File: config.mk
export PLATFORM = sky130hd
export DESIGN_NAME = spi_master_ctrl
export DESIGN_NICKNAME = d
export VERILOG_FILES = /design/src/rtl/spi_pkg.sv /design/src/rtl/spi_shift_reg.sv /design/src/rtl/spi_master_ctrl.sv
export SDC_FILE = /design/constraint.sdc
export NUM_CORES = 1
export LEC_CHECK = 0
export CORE_AREA = 2 2 75 77
export DETAILED_ROUTE_END_ITERATION = 10
export DIE_AREA = 0 0 77 79
export GPL_TIMING_DRIVEN = 0
export HOLD_SLACK_MARGIN = 0.05
export PLACE_DENSITY = 0.63
export SETUP_SLACK_MARGIN = 0.2
export SYNTH_ARGS = -nofsm -noshare
export SYNTH_HDL_FRONTEND = slang
export SYNTH_HIERARCHICAL = 1
export SYNTH_SLANG_ARGS = --single-unit
File: constraint.sdc
create_clock -name clk -period 5.7 [get_ports clk]
set_input_delay 1.425 -clock clk [delete_from_list [all_inputs] [get_ports clk]]
set_output_delay 1.425 -clock clk [all_outputs]
set_load 0.1 [all_outputs]
File: src/rtl/spi_pkg.sv
// spi_pkg: shared types and helpers for the SPI master controller.
package spi_pkg;

  // Controller phases; everything except IDLE counts as busy.
  typedef enum logic [2:0] {
    IDLE,
    SETUP,
    XFER,
    WAIT,
    HOLD
  } spi_state_e;

  // Width of the per-word edge counter (must hold 2*data_w).
  function automatic int edge_cnt_w(input int data_w);
    return $clog2(2 * data_w) + 1;
  endfunction

endpackage

File: src/rtl/spi_shift_reg.sv
// spi_shift_reg: transmit and receive shift registers for one SPI word.
// The transmit side presents the bit to put on mosi (o_msb) and drops it
// when i_shift_out is set; a load and a shift in the same cycle shift the
// freshly loaded word. The receive side shifts i_in_bit in at the LSB, and
// o_rx_next shows the value the register takes at the next clock.
module spi_shift_reg
  import spi_pkg::*;
#(
  parameter int DATA_W = 8
) (
  input  logic              clk,
  input  logic              rst,
  input  logic              i_load,
  input  logic [DATA_W-1:0] i_data,
  input  logic              i_shift_out,
  input  logic              i_shift_in,
  input  logic              i_in_bit,
  output logic              o_msb,
  output logic [DATA_W-1:0] o_rx_next
);

  logic [DATA_W-1:0] r_tx;
  logic [DATA_W-1:0] r_rx;
  logic [DATA_W-1:0] w_tx_base;

  assign w_tx_base = i_load ? i_data : r_tx;
  assign o_msb     = w_tx_base[DATA_W-1];
  assign o_rx_next = i_shift_in ? {r_rx[DATA_W-2:0], i_in_bit} : r_rx;

  // Load / shift the transmit word and accumulate received bits.
  always_ff @(posedge clk) begin
    if (rst) begin
      r_tx <= '0;
      r_rx <= '0;
    end else begin
      if (i_shift_out) begin
        r_tx <= {w_tx_base[DATA_W-2:0], 1'b0};
      end else if (i_load) begin
        r_tx <= w_tx_base;
      end
      r_rx <= o_rx_next;
    end
  end

endmodule

File: src/rtl/spi_master_ctrl.sv
// spi_master_ctrl: SPI master transaction sequencer driven by divider ticks.
// Optional macro SPI_MODE_CFG_EN adds cpol/cpha inputs (sampled at the IDLE
// handshake); without it the controller is fixed to mode 0.
module spi_master_ctrl
  import spi_pkg::*;
#(
  parameter int DATA_W   = 8,
  parameter int CS_SETUP = 1,
  parameter int CS_HOLD  = 1
) (
  input  logic              clk,
  input  logic              rst,
  input  logic              tick,
  input  logic [DATA_W-1:0] tx_data,
  input  logic              tx_valid,
  input  logic              tx_last,
  output logic              tx_ready,
  output logic [DATA_W-1:0] rx_data,
  output logic              rx_valid,
  output logic              busy,
  output logic              sclk,
  output logic              mosi,
  input  logic              miso,
  output logic              cs_n
`ifdef SPI_MODE_CFG_EN
  ,
  input  logic              cpol,
  input  logic              cpha
`endif
);

  localparam int EDGE_W = edge_cnt_w(DATA_W);
  localparam int TMAX   = (CS_SETUP > CS_HOLD) ? CS_SETUP : CS_HOLD;
  localparam int TCNT_W = (TMAX > 1) ? $clog2(TMAX) : 1;
  localparam logic [EDGE_W-1:0] LAST_EDGE = EDGE_W'(2 * DATA_W - 1);
  localparam logic [TCNT_W-1:0] SETUP_END = TCNT_W'(CS_SETUP - 1);
  localparam logic [TCNT_W-1:0] HOLD_END  = TCNT_W'(CS_HOLD - 1);

  spi_state_e        r_state;
  spi_state_e        w_state_next;
  logic [EDGE_W-1:0] r_edge_cnt;
  logic [TCNT_W-1:0] r_tick_cnt;
  logic              r_last;
  logic              r_cpha;
  logic              r_cs_n;
  logic              r_sclk;
  logic              r_mosi;
  logic [DATA_W-1:0] r_rx_data;
  logic              r_rx_valid;
  logic              r_busy;

  logic              w_cpol_in;
  logic              w_cpha_in;
  logic              w_hs;
  logic              w_edge;
  logic              w_odd;
  logic              w_final;
  logic              w_cpha_cur;
  logic              w_drive;
  logic              w_sample;
  logic              w_msb;
  logic [DATA_W-1:0] w_rx_next;

`ifdef SPI_MODE_CFG_EN
  assign w_cpol_in = cpol;
  assign w_cpha_in = cpha;
`else
  assign w_cpol_in = 1'b0;
  assign w_cpha_in = 1'b0;
`endif

  assign tx_ready   = !rst && ((r_state == IDLE) || (r_state == WAIT));
  assign w_hs       = tx_valid && tx_ready;
  assign w_edge     = (r_state == XFER) && tick;
  // Edge number is r_edge_cnt+1, so an even count means an odd edge.
  assign w_odd      = !r_edge_cnt[0];
  assign w_final    = w_edge && (r_edge_cnt == LAST_EDGE);
  // A handshake from IDLE uses the live cpha; a burst word uses the latched one.
  assign w_cpha_cur = (r_state == IDLE) ? w_cpha_in : r_cpha;
  // CPHA=0 puts the MSB out at the handshake; CPHA=1 waits for the first edge.
  assign w_drive    = (w_hs && !w_cpha_cur)
                    || (w_edge && (r_cpha ? w_odd : !w_odd) && !w_final);
  assign w_sample   = w_edge && (r_cpha ? !w_odd : w_odd);

  spi_shift_reg #(.DATA_W(DATA_W)) u_shift (
    .clk        (clk),
    .rst        (rst),
    .i_load     (w_hs),
    .i_data     (tx_data),
    .i_shift_out(w_drive),
    .i_shift_in (w_sample),
    .i_in_bit   (miso),
    .o_msb      (w_msb),
    .o_rx_next  (w_rx_next)
  );

  // State register.
  always_ff @(posedge clk) begin
    if (rst) begin
      r_state <= IDLE;
    end else begin
      r_state <= w_state_next;
    end
  end

  // Next-state decode: SETUP/HOLD count ticks, XFER ends on the final edge.
  always_comb begin
    w_state_next = r_state;
    unique case (r_state)
      IDLE:  if (w_hs) w_state_next = SETUP;
      SETUP: if (tick && (r_tick_cnt == SETUP_END)) w_state_next = XFER;
      XFER:  if (w_final) w_state_next = r_last ? HOLD : WAIT;
      WAIT:  if (w_hs) w_state_next = XFER;
      HOLD:  if (tick && (r_tick_cnt == HOLD_END)) w_state_next = IDLE;
      default: w_state_next = IDLE;
    endcase
  end

  // Registered outputs, counters and per-word latches.
  always_ff @(posedge clk) begin
    if (rst) begin
      r_edge_cnt <= '0;
      r_tick_cnt <= '0;
      r_last     <= 1'b0;
      r_cpha     <= 1'b0;
      r_cs_n     <= 1'b1;
      r_sclk     <= w_cpol_in;
      r_mosi     <= 1'b0;
      r_rx_data  <= '0;
      r_rx_valid <= 1'b0;
      r_busy     <= 1'b0;
    end else begin
      r_rx_valid <= 1'b0;
      r_cs_n     <= (w_state_next == IDLE);
      r_busy     <= (w_state_next != IDLE);
      if (w_hs) begin
        r_last     <= tx_last;
        r_edge_cnt <= '0;
        r_tick_cnt <= '0;
      end
      if (r_state == IDLE) begin
        r_sclk <= w_cpol_in;
        if (w_hs) r_cpha <= w_cpha_in;
      end
      if (tick && ((r_state == SETUP) || (r_state == HOLD))) begin
        r_tick_cnt <= r_tick_cnt + 1'b1;
      end
      if (w_drive) r_mosi <= w_msb;
      if (w_edge) begin
        r_sclk     <= ~r_sclk;
        r_edge_cnt <= r_edge_cnt + 1'b1;
      end
      if (w_final) begin
        r_rx_data  <= w_rx_next;
        r_rx_valid <= 1'b1;
        r_tick_cnt <= '0;
      end
    end
  end

  assign cs_n     = r_cs_n;
  assign sclk     = r_sclk;
  assign mosi     = r_mosi;
  assign rx_data  = r_rx_data;
  assign rx_valid = r_rx_valid;
  assign busy     = r_busy;

endmodule

==> results of run 1 <==
-- cell type report --
type,instances,area [µm²],area share
Multi-Input combinational cell,128,920,0.404
Sequential cell,39,781,0.343
Timing Repair Buffer,27,270,0.119
Tap cell,72,90.1,0.0396
Buffer,13,88.8,0.0390
Clock buffer,5,68.8,0.0302
Clock inverter,3,43.8,0.0192
Inverter,4,15.0,0.00659
-- power breakdown --
| part | internal [mW] | total (mW) | switching, mW |
|---|---|---|---|
| combinational | 0.0326 | 0.0826 | 0.0499 |
| clock | 0.130 | 0.231 | 0.101 |
| sequential | 0.280 | 0.283 | 0.00319 |
-- per-layer routing --
layer | routed length (µm) | track usage | vias to the layer above | share of wire
met5 | 0 | 0 | - | 0
met3 | 157 | 0.0409 | 6 | 0.045
met1 | 1670 | 0.161 | 627 | 0.48
li1 | - | - | 704 | -
met4 | 42 | 0.0536 | 0 | 0.012
met2 | 1620 | 0.194 | 21 | 0.46
-- flip-flops by register name (all words and copies together) (netlist names) --
signal and flops:
mosi 1, u_shift/r_rx 8, sclk 1, r_last 1, rx_valid 1, r_tick_cnt 1
r_state 3, cs_n 1, rx_data 8, u_shift/r_tx 8, busy 1, r_edge_cnt 5
-- per-stage QoR --
step                      instance area [µm²]  std cells   util  total power [mW]
after floorplan                          1800        184      -             0.349
after global placement                   2160        283  0.406             0.372
after detailed placement                 2160        283  0.406             0.373
after CTS                                2280        291  0.427             0.606
after global routing                     2280        291  0.427             0.627
final                                    2280        291  0.427             0.597
-- worst max-delay path: cells and delay by family --
| kind | cells | cell delay [ns] |
|---|---|---|
| buf+inv | 3 | 1.77 |
| simple gates | 2 | 0.45 |
-- placed cells by master (no fill, tap or decap), types with 7 or more instances in the layout --
master and n:
nor2_1 12, mux2_2 9, dfxtp_1 39, clkdlybuf4s50_1 27
a21oi_1 7, nor2b_1 14, a21oi_2 9, nand2_1 11
mux2i_1 8, nand2_2 8
-- how the worst min path moves through the flow --
stage                                    to  slack (ns)  depth (start not counted)
finish                    mosi$_SDFFE_PP0P_        0.46                          2
CTS                       mosi$_SDFFE_PP0P_        0.47                          2
global route        rx_data[2]$_SDFFE_PP0N_        0.50                          2
global placement    r_tick_cnt$_SDFFE_PP0P_        0.45                          1
floorplan           r_tick_cnt$_SDFFE_PP0P_        0.43                          1
detailed placement        mosi$_SDFFE_PP0P_        0.46                          2
-- cells by family after synthesis --
logic type | count (synthesis)
AND/OR/NAND/NOR | 72
flip-flops | 39
AO/OA/AOI/OAI | 34
multiplexers | 18
buffers and inverters | 17
XOR/XNOR | 2
adder cells (fa/ha/maj) | 2
==> results_dict.tcl, run 1 <==
set metrics [dict create \
    rr_startpoint "r_edge_cnt[0]$_SDFFE_PP0P_" \
    syn-cell-area_um2 1800 \
    start_util 0.338 \
    grt_remaining_overflow 0 \
    n_antenna_cell 0 \
    yosys_warnings 6 \
    worst_slack_ns 0.622 \
    crit_path_start "rst" \
    fin_crit_ns 5.08 \
    clkTransAtPathRegs_ns 0.08 \
    yosys.area_share.adder 0.0139 \
    arrival_ns 3.65 \
    ir_drop_mv 0.117 \
    die_y_um 79 \
    hold_start "mosi$_SDFFE_PP0P_" \
    htree_num_levels 2 \
    area_delta_synth_final_pct 26.2 \
    synth_top_area_frac 0.433 \
    period_share 0.891 \
    syn-num-nets 200 \
    fillCellCount 564 \
    first_pass_iters 4 \
    synth.avg_cell_area_um2 9.81 \
    slowest_stage "clkdlybuf4s50_1" \
    io-pin-count 28 \
    syn_inst 184 \
    synth_most_common_cell "dfxtp_1" \
    cts_setup_buffers 0 \
    synthMuxAreaShare 0.113 \
    synth_compound_gate_area_share 0.133 \
    dp_slack_ns 0.594 \
    drv_cap 0 \
    drc 0 \
    critPathMaxFanout 7 \
    wire_per_inst_um 12.0 \
    dp_hpwl_um 2460 \
    clk_path_buf_depth 2 \
    cts_buffers 5 \
    async_flop_share 0 \
    slew_headroom 0.342 \
    clk_latency_ns 0.29 \
    crit_path_end "tx_ready" \
    reg2reg_to "u_shift/r_tx[3]$_SDFFE_PP0P_" \
    port_buffers 27 \
    skew_ns 0.00797 \
    synth_top_family_by_area "simple AND/OR/NAND/NOR gates" \
    synth_common_cells "dfxtp_1 (39), nor2b_1 (14), nor2_1 (12)" \
    yosys.area_share.simple 0.236 \
    critPathLaunchType "primary input" \
    cts_resized 0 \
    outcome "finished, final reports clean" \
    rows 27 \
    track_usage 0.125 \
    drive_above_1_share 0.237 \
    drt_iter0_markers 53 \
    ys_ff_latch 39 \
    cp_common_cell "clkdlybuf4s50_1" \
    ant_nets 0 \
    synth_edf_count 0 \
    path_cells "clkdlybuf4s50_1 -> buf_2 -> nor2_1 -> and2_1 -> clkdlybuf4s50_1" \
    finalHoldViolations 0 \
    grt_pass1_wl_um 6100 \
    grt_max_degree 14 \
    die_w_um 77 \
    cts.sinks 39 \
    vias 1358 \
    cp_data_required_time_ns 4.28 \
    die-area_um2 6080 \
    grt_pass1_vias 1299 \
    hold_ws_ns 0.465 \
    gp_congestion 0.811 \
    worstSetupPathType "primary input to output pin" \
    clock-root-buffer "clkbuf_8" \
    hp-class "register to register" \
    ff2ff_path_depth 8 \
    synth.largest_area_cell "dfxtp_1" \
    r2r_setup_slack_ns 3.65 \
    synthXorXnorAreaFrac 0.0139 \
    cpPeakStageDelay_ns 1.13 \
    synth_top_flop_cell "dfxtp_1" \
    wl_um 3490 \
    avgViaCountPerCell 4.67 \
    cts_tree "done" \
    power.density_nw_per_um2 262 \
    rsz0062_at_grt "no" \
    setup_viol 0 \
    p_leak_nw 0.836 \
    antenna_found_initial 0 \
    worst_slew_pin_slew_ns 0.983 \
    synth_area_leaders "dfxtp_1 (43%), mux2_2 (5.6%), nor2b_1 (4.9%)" \
    max_freq_ghz 0.197 \
    yosysSeqAreaShare 0.433 \
    cts-hold-fix-buffers 0 \
    synth.distinct_cells 46 \
    fin_setup_tns_ns 0 \
    coreArea_um2 5340 \
    critPathCaptureType "output pin" \
    final_nets 234 \
    slew_violations 0 \
]
Power figures use the tool's default switching activity.
==> run 2: changes to the inputs <==
--- a/config.mk
+++ b/config.mk
@@ -5,12 +5,12 @@
 export SDC_FILE = /design/constraint.sdc
 export NUM_CORES = 1
 export LEC_CHECK = 0
-export CORE_AREA = 2 2 75 77
+export CORE_AREA = 2 2 65 67
 export DETAILED_ROUTE_END_ITERATION = 10
-export DIE_AREA = 0 0 77 79
+export DIE_AREA = 0 0 67 69
 export GPL_TIMING_DRIVEN = 0
 export HOLD_SLACK_MARGIN = 0.05
-export PLACE_DENSITY = 0.63
+export PLACE_DENSITY = 0.78
 export SETUP_SLACK_MARGIN = 0.2
 export SYNTH_ARGS = -nofsm -noshare
 export SYNTH_HDL_FRONTEND = slang
==> results_dict.tcl, run 2 (synthesis results as in run 1) <==
set metrics [dict create \
    crit_path_end "tx_ready" \
    port_buffers 27 \
    worstSetupPathType "primary input to output pin" \
    r2r_setup_slack_ns 3.61 \
    crit_path_start "rst" \
    cts_setup_buffers 0 \
    clk_latency_ns 0.29 \
    slowest_stage "clkdlybuf4s50_1" \
    drc 0 \
    finalHoldViolations 0 \
    regArea_um2 781 \
    n_antenna_cell 0 \
    area_delta_synth_final_pct 24.7 \
    rsz0062_at_grt "no" \
    io-pin-count 28 \
    reg2reg_to "u_shift/r_tx[3]$_SDFFE_PP0P_" \
    cts_buffers 5 \
    setup_viol 0 \
    cts_resized 0 \
    path_delay_family "buffers and inverters" \
    cp_num_cells 5 \
    die_y_um 69 \
    clk_path_buf_depth 2 \
    grt_pass1_wl_um 5730 \
    layout_common_cells "dfxtp_1 (39), clkdlybuf4s50_1 (27), nor2b_1 (14), nor2_1 (12), nand2_1 (11)" \
    wl_um 3450 \
    multiInputGateArea_um2 920 \
    grt_max_degree 14 \
    outcome "finished, final reports clean" \
    arrival_ns 3.64 \
    max_freq_ghz 0.197 \
    clkTransAtPathRegs_ns 0.07 \
    worst_slew_pin_slew_ns 0.967 \
    hold_ws_ns 0.464 \
    cts.sinks 39 \
    rr_startpoint "r_edge_cnt[0]$_SDFFE_PP0P_" \
    hp-class "register to register" \
    grt_pass1_vias 1287 \
    cts-hold-fix-buffers 0 \
    avgViaCountPerCell 5.09 \
    cts_tree "done" \
    slew_headroom 0.353 \
    p_leak_nw 0.836 \
    dp_slack_ns 0.631 \
    htree_num_levels 2 \
    wire_per_inst_um 12.8 \
    coreArea_um2 3910 \
    ff2ff_path_depth 8 \
    track_usage 0.161 \
    final_util 0.575 \
    final_common_cell "dfxtp_1" \
    power.density_nw_per_um2 265 \
    dp_hpwl_um 2410 \
    critPathMaxFanout 7 \
    ir_drop_mv 0.188 \
    critPathCaptureType "output pin" \
    fin_crit_ns 5.07 \
    drive_above_1_share 0.237 \
    drv_cap 0 \
    gp_congestion 0.752 \
    path_cells "clkdlybuf4s50_1 -> buf_2 -> nor2_1 -> and2_1 -> clkdlybuf4s50_1" \
    drt_iter0_markers 43 \
    vias 1370 \
    slew_violations 0 \
    fin_setup_tns_ns 0 \
    start_util 0.461 \
    cpPeakStageDelay_ns 1.13 \
    cp_common_cell "clkdlybuf4s50_1" \
    worst_slack_ns 0.630 \
    period_share 0.889 \
    cp_data_required_time_ns 4.28 \
    die_w_um 67 \
    rows 23 \
    first_pass_iters 4 \
    final_nets 234 \
    critPathLaunchType "primary input" \
    clock-root-buffer "clkbuf_8" \
    antenna_found_initial 0 \
    path_buf_inv 3 \
    worstHoldPathCells 1 \
    skew_ns 0.00886 \
    ant_nets 0 \
    grt_remaining_overflow 0 \
    die-area_um2 4620 \
    fillCellCount 376 \
]
run 2: cell counts in the layout (fill, tap and decap cells not counted):
Identical to the previous run, type by type.
run 2: final cells by class:
| type | count | area share |
|---|---|---|
| clock inverter | 3 | 0.0195 |
| timing repair buffer | 27 | 0.120 |
| multi-input combinational | 128 | 0.409 |
| buffer | 13 | 0.0395 |
| clock buffer | 5 | 0.0306 |
| tap | 50 | 0.0278 |
| sequential | 39 | 0.347 |
| inverter | 4 | 0.00667 |
run 2: layer usage:
layer	share of wire	global-route usage	vias to the layer above
met1	0.48	0.214	629
met4	0.0098	0.0635	0
met5	0	0	-
met2	0.46	0.239	33
li1	-	-	704
met3	0.048	0.0538	4
run 2: worst min-delay path by stage:
stage                             from                       to  slack [ns]
2_1_floorplan  r_tick_cnt$_SDFFE_PP0P_  r_tick_cnt$_SDFFE_PP0P_        0.43
4_1_cts        r_tick_cnt$_SDFFE_PP0P_  r_tick_cnt$_SDFFE_PP0P_        0.47
3_3_place_gp   r_tick_cnt$_SDFFE_PP0P_  r_tick_cnt$_SDFFE_PP0P_        0.45
5_1_grt        rx_data[2]$_SDFFE_PP0N_  rx_data[2]$_SDFFE_PP0N_        0.49
3_5_place_dp   r_tick_cnt$_SDFFE_PP0P_  r_tick_cnt$_SDFFE_PP0P_        0.46
6_report       r_tick_cnt$_SDFFE_PP0P_  r_tick_cnt$_SDFFE_PP0P_        0.46
run 2: power by group:
part	total, mW	switching [mW]	internal [mW]
combinational	0.0826	0.0500	0.0326
clock	0.230	0.0998	0.130
sequential	0.283	0.00305	0.280
run 2: per-stage QoR:
step / power [mW] / instance area, µm² / cells
3_5_place_dp: 0.372 / 2140 / 261
4_1_cts: 0.603 / 2250 / 269
3_3_place_gp: 0.371 / 2140 / 261
2_1_floorplan: 0.349 / 1800 / 184
5_1_grt: 0.620 / 2250 / 269
6_report: 0.596 / 2250 / 269
==> run 3: changes to the inputs <==
--- a/config.mk
+++ b/config.mk
@@ -5,9 +5,9 @@
 export SDC_FILE = /design/constraint.sdc
 export NUM_CORES = 1
 export LEC_CHECK = 0
-export CORE_AREA = 2 2 65 67
+export CORE_AREA = 2 2 83 53
 export DETAILED_ROUTE_END_ITERATION = 10
-export DIE_AREA = 0 0 67 69
+export DIE_AREA = 0 0 85 55
 export GPL_TIMING_DRIVEN = 0
 export HOLD_SLACK_MARGIN = 0.05
 export PLACE_DENSITY = 0.78
==> results_dict.tcl, run 3 (synthesis results as in run 1) <==
set metrics [dict create \
    outcome "finished, final reports clean" \
    grt_max_degree 12 \
    fillCellCount 356 \
    max_freq_ghz 0.196 \
    drive_above_1_share 0.233 \
    finalHoldViolations 0 \
    cts_setup_buffers 0 \
    wire_per_inst_um 13.1 \
    drc 0 \
    cts_tree "done" \
    drt_iter0_markers 77 \
    path_delay_family "buffers and inverters" \
    slowest_stage "clkdlybuf4s50_1" \
    slew_headroom 0.350 \
    p_leak_nw 0.830 \
    die_y_um 55 \
    path_buf_inv 3 \
    cts.sinks 39 \
    cts_resized 0 \
    total_power_mw 0.572 \
    gp_congestion 0.815 \
    n_antenna_cell 0 \
    drv_cap 0 \
    antenna_found_initial 0 \
    clock-root-buffer "clkbuf_8" \
    setup_viol 0 \
    first_pass_iters 4 \
    arrival_ns 3.69 \
    track_usage 0.162 \
    cp_data_required_time_ns 4.28 \
    fin_setup_tns_ns 0 \
    final_common_cell "dfxtp_1" \
    final_nets 234 \
    layout_common_cells "dfxtp_1 (39), clkdlybuf4s50_1 (27), nor2b_1 (14), nor2_1 (12), nand2_1 (11)" \
    critPathCaptureType "output pin" \
    final_util 0.568 \
    cp_common_cell "clkdlybuf4s50_1" \
    regArea_um2 781 \
    finish.instance_area_um2 2240 \
    worst_slew_pin_slew_ns 0.971 \
    die-area_um2 4680 \
    grt_pass1_wl_um 5710 \
    hp-class "register to register" \
    wl_um 3520 \
    ant_nets 0 \
    port_buffers 27 \
    path_cells "clkdlybuf4s50_1 -> buf_2 -> nor2_1 -> and2_1 -> clkdlybuf4s50_1" \
    period_share 0.897 \
    grt_pass1_vias 1232 \
    rsz0062_at_grt "no" \
    ir_drop_mv 0.141 \
    clk_path_buf_depth 2 \
    skew_ns 0.00471 \
    grt_remaining_overflow 0 \
    coreArea_um2 3940 \
    rows 18 \
    dp_hpwl_um 2480 \
    placed_area_um2 2140 \
    cpPeakStageDelay_ns 1.13 \
    avgViaCountPerCell 5.12 \
    die_w_um 85 \
    fin_crit_ns 5.11 \
    multiInputGateArea_um2 920 \
    cts-hold-fix-buffers 0 \
    critPathLaunchType "primary input" \
    worstSetupPathType "primary input to output pin" \
    cts_buffers 5 \
    slew_violations 0 \
    clk_latency_ns 0.29 \
    vias 1376 \
    critPathMaxFanout 7 \
    clkTransAtPathRegs_ns 0.07 \
    htree_num_levels 2 \
    io-pin-count 28 \
    power.density_nw_per_um2 256 \
    area_delta_synth_final_pct 24.0 \
    start_util 0.458 \
]
==> run 3: changes by cell type in the layout (fill, tap and decap cells not counted), sizes merged <==
| cell | delta |
|---|---|
| clkbuf | +3 |
| clkinv | -2 |
| bufinv | -1 |
==> run 3: cell type report <==
class / count / area share
Multi-Input combinational cell: 128 / 0.411
Sequential cell: 39 / 0.349
Inverter: 4 / 0.00671
Buffer: 13 / 0.0397
Timing Repair Buffer: 27 / 0.121
Tap cell: 50 / 0.0280
Clock buffer: 8 / 0.0447
==> run 3: worst min-delay path, stage by stage, from the launching register on <==
cell and delay (ns):
dfxtp_1 0.31, nand2_1 0.07, a21oi_2 0.05
==> run 3: per-stage QoR <==
| stage | hold slack (ns) | worst slack [ns] | std cells |
|---|---|---|---|
| after floorplan | 0.434 | 1.71 | 184 |
| after global placement | 0.452 | 0.618 | 261 |
| after detailed placement | 0.460 | 0.616 | 261 |
| after CTS | 0.473 | 0.582 | 269 |
| after global routing | 0.492 | 0.512 | 269 |
| final | 0.468 | 0.586 | 269 |
==> run 3: final timing paths <==
path                                  endpoint  depth (start not counted)  slack, ns                  startpoint
hold reg to reg        rx_data[4]$_SDFFE_PP0N_                          2       0.47     rx_data[4]$_SDFFE_PP0N_
setup reg to reg  u_shift/r_tx[2]$_SDFFE_PP0P_                          8       3.57  r_edge_cnt[0]$_SDFFE_PP0P_
hold / removal         rx_data[4]$_SDFFE_PP0N_                          2       0.47     rx_data[4]$_SDFFE_PP0N_
setup / recovery                      tx_ready                          5       0.59                         rst
==> run 3: metal layers <==
metal	vias to the layer above	track usage	part of all wire
met1	641	0.217	0.53
li1	705	-	-
met5	-	0	0
met3	5	0.0490	0.046
met2	25	0.245	0.41
met4	0	0.0714	0.012
==> run 3: where the power goes <==
group	internal [mW]	switching [mW]	total, mW
clock	0.110	0.0952	0.206
combinational	0.0326	0.0500	0.0826
sequential	0.280	0.00332	0.284
total	0.423	0.149	0.572
